<file path="config.mk">
export PLATFORM = sky130hd
export DESIGN_NAME = cond_eval_unit
export DESIGN_NICKNAME = d
export VERILOG_FILES = /design/src/rtl/cond_eval_unit.sv
export SDC_FILE = /design/constraint.sdc
export NUM_CORES = 1
export LEC_CHECK = 0
export ABC_AREA = 1
export CAP_MARGIN = 20
export CORE_UTILIZATION = 40
export DETAILED_ROUTE_END_ITERATION = 8
export MAX_ROUTING_LAYER = met4
export PLACE_DENSITY = 0.68
export SYNTH_ARGS = -nofsm -noshare
export SYNTH_HDL_FRONTEND = slang
export SYNTH_SLANG_ARGS = --single-unit
export TNS_END_PERCENT = 10
</file>
<file path="constraint.sdc">
create_clock -name clk_i -period 4.24 [get_ports clk_i]
set_clock_uncertainty 0.2 [all_clocks]
set_input_delay 0.848 -clock clk_i [delete_from_list [all_inputs] [get_ports clk_i]]
set_output_delay 0.848 -clock clk_i [all_outputs]
set_load 0.02 [all_outputs]
</file>
<file path="src/rtl/cond_eval_unit.sv">
// cond_eval_unit: NZCV flag sets with a condition-code evaluator behind a valid/ready result register.
module cond_eval_unit #(
  parameter int         FLAG_SETS   = 2,
  parameter int         SEL_W       = (FLAG_SETS > 1) ? $clog2(FLAG_SETS) : 1,
  parameter bit         BYPASS      = 1'b1,
  parameter logic [3:0] RESET_FLAGS = 4'b0000,
  parameter int         CNT_W       = 8
) (
  input  logic             clk_i,
  input  logic             rst_i,
  input  logic             flags_we_i,
  input  logic [SEL_W-1:0] flags_set_i,
  input  logic [3:0]       alu_flags_i,
  input  logic             eval_valid_i,
  output logic             eval_ready_o,
  input  logic [3:0]       cond_i,
  input  logic [SEL_W-1:0] eval_set_i,
  output logic             signal_valid_o,
  input  logic             signal_ready_i,
  output logic             signal_o,
  output logic [3:0]       flags_o,
  output logic [CNT_W-1:0] taken_cnt_o
);
  logic [3:0]       flags_q [FLAG_SETS];
  logic             signal_valid_q, signal_valid_d;
  logic             signal_q, signal_d;
  logic [CNT_W-1:0] cnt_q, cnt_d;
  logic [SEL_W-1:0] wr_idx, ev_idx;
  logic [3:0]       ev_flags;
  logic [15:0]      tbl;
  logic             n, z, c, v, res, accept;
  assign wr_idx = (32'(flags_set_i) < FLAG_SETS) ? flags_set_i : '0;
  assign ev_idx = (32'(eval_set_i) < FLAG_SETS) ? eval_set_i : '0;
  assign flags_o = flags_q[ev_idx];
  assign ev_flags = (BYPASS && flags_we_i && wr_idx == ev_idx) ? alu_flags_i : flags_q[ev_idx];
  assign {n, z, c, v} = ev_flags;
  // Truth table indexed by condition code, EQ at bit 0 through NV at bit 15.
  assign tbl = {1'b0, 1'b1, z | (n ^ v), ~z & ~(n ^ v), n ^ v, ~(n ^ v), ~c | z, c & ~z,
                ~v, v, ~n, n, ~c, c, ~z, z};
  assign res = tbl[cond_i];
  assign eval_ready_o = ~signal_valid_q | signal_ready_i;
  assign accept = eval_valid_i & eval_ready_o;
  always_comb begin
    signal_valid_d = accept | (signal_valid_q & ~signal_ready_i);
    signal_d = accept ? res : signal_q;
    cnt_d = (accept && res && !(&cnt_q)) ? cnt_q + CNT_W'(1) : cnt_q;
  end
  always_ff @(posedge clk_i) begin
    if (rst_i) begin
      for (int i = 0; i < FLAG_SETS; i++) flags_q[i] <= RESET_FLAGS;
      signal_valid_q <= 1'b0;
      signal_q <= 1'b0;
      cnt_q <= '0;
    end else begin
      if (flags_we_i) flags_q[wr_idx] <= alu_flags_i;
      signal_valid_q <= signal_valid_d;
      signal_q <= signal_d;
      cnt_q <= cnt_d;
    end
  end
  assign signal_valid_o = signal_valid_q;
  assign signal_o = signal_q;
  assign taken_cnt_o = cnt_q;
endmodule
</file>
==> results_tabular.tex <==
\begin{tabular}{lr}
\hline
Metric & Value \\
\hline
\multicolumn{2}{l}{\textbf{Outcome}} \\
\quad Run status & completed \\
\multicolumn{2}{l}{\textbf{Worst setup path}} \\
\quad Path depth of the worst reg2reg path & 7 \\
\quad Worst setup path end & flags\_o[3] \\
\quad Kind of cell adding the most delay to the critical path & buffers and inverters \\
\quad Source of the critical timing path & eval\_set\_i \\
\quad Slowest cell delay on critical path & 0.69 ns \\
\quad Largest driver fanout on the critical path & 8 \\
\quad Sort of element at the start of the critical path & primary input \\
\quad Reg-to-reg startpoint & taken\_cnt\_o[1] \\
\quad Crit path buf inv count & 2 \\
\quad Critical Path End Type & primary output \\
\quad Data arrival time of the critical path & 2.51 ns \\
\quad Worst reg2reg setup slack & 2.16 ns \\
\quad Critical path depth & 3 \\
\quad Most prevalent standard cell on the critical path & sky130\_fd\_sc\_hd\_\_clkdlybuf4s50\_1 \\
\quad Crit path required time & 3.19 ns \\
\quad Capture point of the worst reg-to-reg path & taken\_cnt\_o[3] \\
\quad Startpoint-to-endpoint class of the critical path & primary input to primary output \\
\quad Critical Path Slowest Stage Cell & sky130\_fd\_sc\_hd\_\_clkdlybuf4s50\_1 \\
\quad Crit-path cells & clkdlybuf4s50\_1, o21ai\_0, clkdlybuf4s50\_1 \\
\multicolumn{2}{l}{\textbf{Detailed routing}} \\
\quad Routed wire length & 2560 um \\
\quad Number of nets still failing antenna checks after routing & 0 \\
\quad 1st-pass router iterations & 4 \\
\quad Detail-routed via count per cell & 5.29 \\
\quad Post-detailed-route DRC marker count & 0 \\
\quad Via count of the routed design & 1148 \\
\quad WL/cell & 11.8 um \\
\quad Detailed router's first-iteration violation count & 37 \\
\multicolumn{2}{l}{\textbf{Synth}} \\
\quad Mapped Nets & 172 \\
\quad Most frequent cell after synthesis & sky130\_fd\_sc\_hd\_\_nand2\_1 \\
\quad Synth Cell Area & 0.00111 mm2 \\
\quad Avg Cell Area, Syn & 7.12 um2 \\
\quad Number of register bits inferred by synthesis & 18 \\
\quad Count of cell types in the netlist & 22 \\
\quad Predominant post-synthesis flop cell & sky130\_fd\_sc\_hd\_\_dfxtp\_1 \\
\quad Top cell type's share of synthesized area & 0.216 \\
\quad Sequential share of the synthesized area & 0.396 \\
\quad Commonest cells in the synthesized netlist & sky130\_fd\_sc\_hd\_\_nand2\_1, sky130\_fd\_sc\_hd\_\_inv\_1, sky130\_fd\_sc\_hd\_\_nor2\_1 \\
\quad Top area cells in the synthesized netlist & sky130\_fd\_sc\_hd\_\_edfxtp\_1, sky130\_fd\_sc\_hd\_\_dfxtp\_1, sky130\_fd\_sc\_hd\_\_nand2\_1 \\
\quad Mapped Cells & 156 \\
\quad Cell accounting for the most synthesized area & sky130\_fd\_sc\_hd\_\_edfxtp\_1 \\
\quad Fraction of registers with async set or reset after synthesis & 0 \\
\quad Number of synthesized flops with an enable pin & 8 \\
\quad Number of warnings printed during yosys synthesis & 0 \\
\multicolumn{2}{l}{\textbf{Cells and area}} \\
\quad Relative area change from synthesis to final layout & 31.2\% \\
\quad Number of fill cells in the layout & 242 \\
\quad Number of antenna diodes & 0 \\
\quad Post-layout nets & 204 \\
\quad Proportion of layout cells with a drive suffix above 1 & 0.0642 \\
\multicolumn{2}{l}{\textbf{Place}} \\
\quad Sum of net half-perimeters after detailed placement & 1960 um \\
\quad IO buf count & 29 \\
\quad Routability congestion estimate & 0.851 \\
\quad Minimum setup slack after placement & 0.690 ns \\
\multicolumn{2}{l}{\textbf{Clock tree}} \\
\quad Number of gates given a new drive strength after cts & 0 \\
\quad Clk\_lat worst skew & 0.29 ns \\
\quad Post-CTS Setup Repair Bufs & 0 \\
\quad H-tree level count & 1 \\
\quad Clock transition at the registers of the reported paths & 0.09 ns \\
\quad Clock Root Buffer & sky130\_fd\_sc\_hd\_\_clkbuf\_4 \\
\quad Number of hold buffers added after cts & 0 \\
\quad Clock tree from TritonCTS & done \\
\quad TritonCTS Buffers & 3 \\
\quad Maximum clock insertion buffer count & 2 \\
\quad Number of clock sinks seen by CTS & 18 \\
\multicolumn{2}{l}{\textbf{GRT}} \\
\quad Global-route wire length before repair & 4040 um \\
\quad Grt total ovfl & 0 \\
\quad Pin count of the biggest net entering global routing & 11 \\
\quad Total Routing Usage GR & 0.194 \\
\quad Antenna violations before repair & 0 \\
\quad Number of global-route vias before repair & 937 \\
\multicolumn{2}{l}{\textbf{Power}} \\
\quad Peak supply drop & 166 uV \\
\quad Leakage power total & 0.637 nW \\
\quad Cell area power density & 261 mW/mm2 \\
\quad Power after layout & 0.380 mW \\
\multicolumn{2}{l}{\textbf{Timing}} \\
\quad Final cycle utilization of the critical path & 0.838 \\
\quad Time the final worst path needs with I/O delays and setup & 3.55 ns \\
\quad Final count of pins violating max slew & 0 \\
\quad Min setup slack post-route & 0.687 ns \\
\quad Number of setup violations in the final report & 0 \\
\quad Peak clock frequency supported by timing & 281 MHz \\
\quad Setup repair after global routing missed its margin & false \\
\quad Final-report hold violation count & 0 \\
\quad Accumulated negative setup slack & 0 ns \\
\quad Max\_slew headroom & 0.724 \\
\quad Slew at the pin closest to its max-slew limit & 0.409 ns \\
\multicolumn{2}{l}{\textbf{Floorplan}} \\
\quad Die area & 0.00299 mm2 \\
\quad Core Region & 0.00254 mm2 \\
\quad Horiz. Die Dim & 54.7 um \\
\quad I/O pin count & 30 \\
\quad Std cell rows & 18 \\
\quad Die height & 54.7 um \\
\quad Initial standard-cell utilization of the core & 0.437 \\
\multicolumn{2}{l}{\textbf{Flow run}} \\
\quad Max cap viols & 0 \\
\multicolumn{2}{l}{\textbf{Hold path}} \\
\quad Worst hold-check path type & register to register \\
\hline
\end{tabular}
## layout by cell type, fill, tap and decap left out
cell type	n
sky130_fd_sc_hd__o21ai_0	2
sky130_fd_sc_hd__inv_1	18
sky130_fd_sc_hd__nor4_1	1
sky130_fd_sc_hd__edfxtp_1	8
sky130_fd_sc_hd__nor3_1	2
sky130_fd_sc_hd__dfxtp_1	10
sky130_fd_sc_hd__or2_2	1
sky130_fd_sc_hd__nor2_1	16
sky130_fd_sc_hd__nand2_1	49
sky130_fd_sc_hd__inv_2	1
sky130_fd_sc_hd__a21oi_1	9
sky130_fd_sc_hd__nand2_4	2
sky130_fd_sc_hd__nand3_1	11
sky130_fd_sc_hd__clkbuf_1	1
sky130_fd_sc_hd__ha_1	1
sky130_fd_sc_hd__nand2_2	2
sky130_fd_sc_hd__clkdlybuf4s50_1	29
sky130_fd_sc_hd__clkbuf_4	3
sky130_fd_sc_hd__xnor2_1	2
sky130_fd_sc_hd__xor2_1	3
sky130_fd_sc_hd__nand3_4	2
sky130_fd_sc_hd__clkinv_1	1
sky130_fd_sc_hd__nand4_1	12
sky130_fd_sc_hd__nand3_2	1
## stage by stage
step / utilization / hold WS, ns / cells / instance area [um2]
3_3_place_gp: 0.562 / 0.255 / 213 / 1430
3_5_place_dp: 0.562 / 0.263 / 213 / 1430
5_1_grt: 0.573 / 0.308 / 217 / 1460
6_report: 0.573 / 0.274 / 217 / 1460
2_1_floorplan: - / 0.340 / 156 / 1110
4_1_cts: 0.573 / 0.285 / 217 / 1460
## layer usage
| metal | global-route usage | part of all wire | up-vias |
|---|---|---|---|
| met5 | - | 0 | - |
| met4 | 0.0769 | 0.017 | 0 |
| met3 | 0.0167 | 0.065 | 7 |
| met2 | 0.285 | 0.48 | 46 |
| met1 | 0.272 | 0.44 | 523 |
| li1 | - | - | 572 |
## report_power, final
| part | switching (mW) | internal (mW) |
|---|---|---|
| Clock | 0.0498 | 0.0366 |
| Combinational | 0.0588 | 0.0407 |
| Sequential | 0.00405 | 0.190 |
| Total | 0.113 | 0.268 |
## worst min-delay path by stage
stage                     to  cells past startpoint  startpoint  slack (ns)
finish              signal_o                      2    signal_o        0.27
global route        signal_o                      2    signal_o        0.31
CTS                 signal_o                      2    signal_o        0.28
detailed placement  signal_o                      2    signal_o        0.26
global placement    signal_o                      2    signal_o        0.25
floorplan           signal_o                      2    signal_o        0.34
## worst register-to-register path: stages (launching register included)
cell and delay, ns:
sky130_fd_sc_hd__dfxtp_1 0.40, sky130_fd_sc_hd__ha_1 0.24, sky130_fd_sc_hd__nand2_1 0.08, sky130_fd_sc_hd__nor3_1 0.29, sky130_fd_sc_hd__nand3_1 0.35, sky130_fd_sc_hd__nand3_4 0.25, sky130_fd_sc_hd__nand2_1 0.08, sky130_fd_sc_hd__a21oi_1 0.12
## registers in the layout (all words and copies together) (netlist names)
register        count
flags_q             8
taken_cnt_o         8
signal_o            1
signal_valid_o      1
## layout make-up
cell class | count | area [um2] | share of cell area
sequential | 18 | 440 | 0.302
clock buffer | 4 | 26.3 | 0.0180
timing repair buffer | 29 | 290 | 0.199
multi-input combinational | 116 | 588 | 0.403
inverter | 20 | 75.1 | 0.0515
tap | 30 | 37.5 | 0.0258
## cells by family (layout without fill, tap and decap cells)
family	Yosys count	in the layout	share of synthesized area
simple gates	99	99	0.429
fa+ha+maj	1	1	0.0113
flops	18	18	0.396
buf+inv	22	53	0.0743
compound gates	11	11	0.0495
xor+xnor	5	5	0.0394
No activity file was read; power rests on OpenSTA's default activity.
==> edit, RTL diff (config.mk and constraints unchanged) <==
Change the parameter `BYPASS` from 1'b1 to 1'b0.
--- a/src/rtl/cond_eval_unit.sv
+++ b/src/rtl/cond_eval_unit.sv
@@ -4,3 +4,3 @@
   parameter int         SEL_W       = (FLAG_SETS > 1) ? $clog2(FLAG_SETS) : 1,
-  parameter bit         BYPASS      = 1'b1,
+  parameter bit         BYPASS      = 1'b0,
   parameter logic [3:0] RESET_FLAGS = 4'b0000,
Check against the original RTL: not equivalent (Yosys sat finds a counterexample within 4 cycles, from zero or initial values and one cycle with rst_i high).
==> edit against the unedited design <==
- design area fell by 2.0%
- power down 2.0%
- combinational power shrank 8.2%
- sequential cell count did not move
- setup slack gained 0.012 ns
- wire length fell by 18%
- synthesized area down 1.6%
- clock power shrank 0.8%
- utilization is 0.63 points lower
==> edit: results (changes against the unedited design) <==
status:
  status: "completed"  # unchanged
place:
  placed_area_sq_um: 1400  # was 1430 sq um
  gp_congestion: 0.785  # was 0.851
  dpl.cell_count: 201  # was 213
synthesis:
  netlist_top_cells_area: "edfxtp_1 22%, dfxtp_1 18%, nand2_1 14%"  # was edfxtp_1 22%, dfxtp_1 18%, nand2_1 17%
  synth_common_cells: "40 x nand2_1, 20 x inv_1, 12 x nor2_1"  # was 49 x nand2_1, 18 x inv_1, 16 x nor2_1
  yosysSeqAreaShare: 0.403  # was 0.396
  synth.top_cell.area_share: 0.220  # was 0.216
  syn_nets: 160  # was 172
  syn_inst: 144  # was 156
  ys_types: 26  # was 22
critical_path:
  r2r-end: "taken_cnt_o[2]$_SDFFE_PP0P_"  # was taken_cnt_o[3]$_SDFFE_PP0P_
  crit_end: "flags_o[1]"  # was flags_o[3]
  worstPathMaxFanout: 9  # was 8
  crit_start: "eval_set_i"  # unchanged
  reg2reg_depth: 6  # was 7
  cp.arrival_ns: 2.49  # was 2.51 ns
final_layout:
  layout.nets: 192  # was 204
  final_cells: 205  # was 217
route:
  wl_per_cell_um: 10.2  # was 11.8 um
  drtIter0Drc: 18  # was 37
  wl_met3_um: 120  # was 167 um
  met1_length_um: 983  # was 1.12 mm
  dr_wl_met2_um: 981  # was 1.22 mm
power:
  leakagePower_nw: 0.649  # was 0.637 nW
  ir_drop_uv: 187  # was 166 uV
timing:
  worst_pin_slew_ns: 0.386  # was 0.409 ns
global_routing:
  grt_pass1_vias: 860  # was 937
  grt_max_degree: 11  # unchanged
  grt_use_total: 0.167  # was 0.194
## edit: cell count changes in the layout (fill, tap and decap cells not counted), sizes merged, moves of 2 or more
cell,change
nand3,-6
nand2,-3
nand4,-4
nor2,-2
nand3b,+2
inv,+2
## edit: cells by family after synthesis
kind of cell,Yosys count,share of synthesized area
simple gates,84,0.384
buf+inv,24,0.0973
flops,18,0.403
compound gates,11,0.0561
xor+xnor,6,0.0481
fa+ha+maj,1,0.0114
## edit: worst max-delay path, delay by kind of cell
family	cells	cell delay (ns)
AND/OR/NAND/NOR	2	0.32
buffers and inverters	3	1.33
## edit: per-stage QoR
stage | hold WS, ns | worst slack (ns) | total power, W
floorplan | 0.340 | 1.85 | 0.000256
detailed placement | 0.259 | 0.688 | 0.000291
global route | 0.313 | 0.575 | 0.000392
finish | 0.274 | 0.699 | 0.000373
global placement | 0.258 | 0.714 | 0.000289
CTS | 0.280 | 0.688 | 0.000374
## edit: final cells by class
cell class	instances	area, sq um
sequential	18	440
clock inverter	1	3.75
inverter	22	87.6
clock buffer	3	22.5
timing repair buffer	29	290
multi-input combinational	102	547
tap	30	37.5
fill	246	1090
## edit: routing by layer
layer | vias up | GRT usage
met3 | 2 | 0.0278
met2 | 34 | 0.246
met1 | 428 | 0.225
met5 | - | -
li1 | 523 | -
met4 | 0 | 0.0684
## edit: power by group
group	total (W)	internal (W)	switching, W	leakage, nW
clock network	0.0000857	0.0000342	0.0000515	0.0154
logic	0.0000913	0.0000404	0.0000509	0.473
registers	0.000196	0.000190	0.00000519	0.160
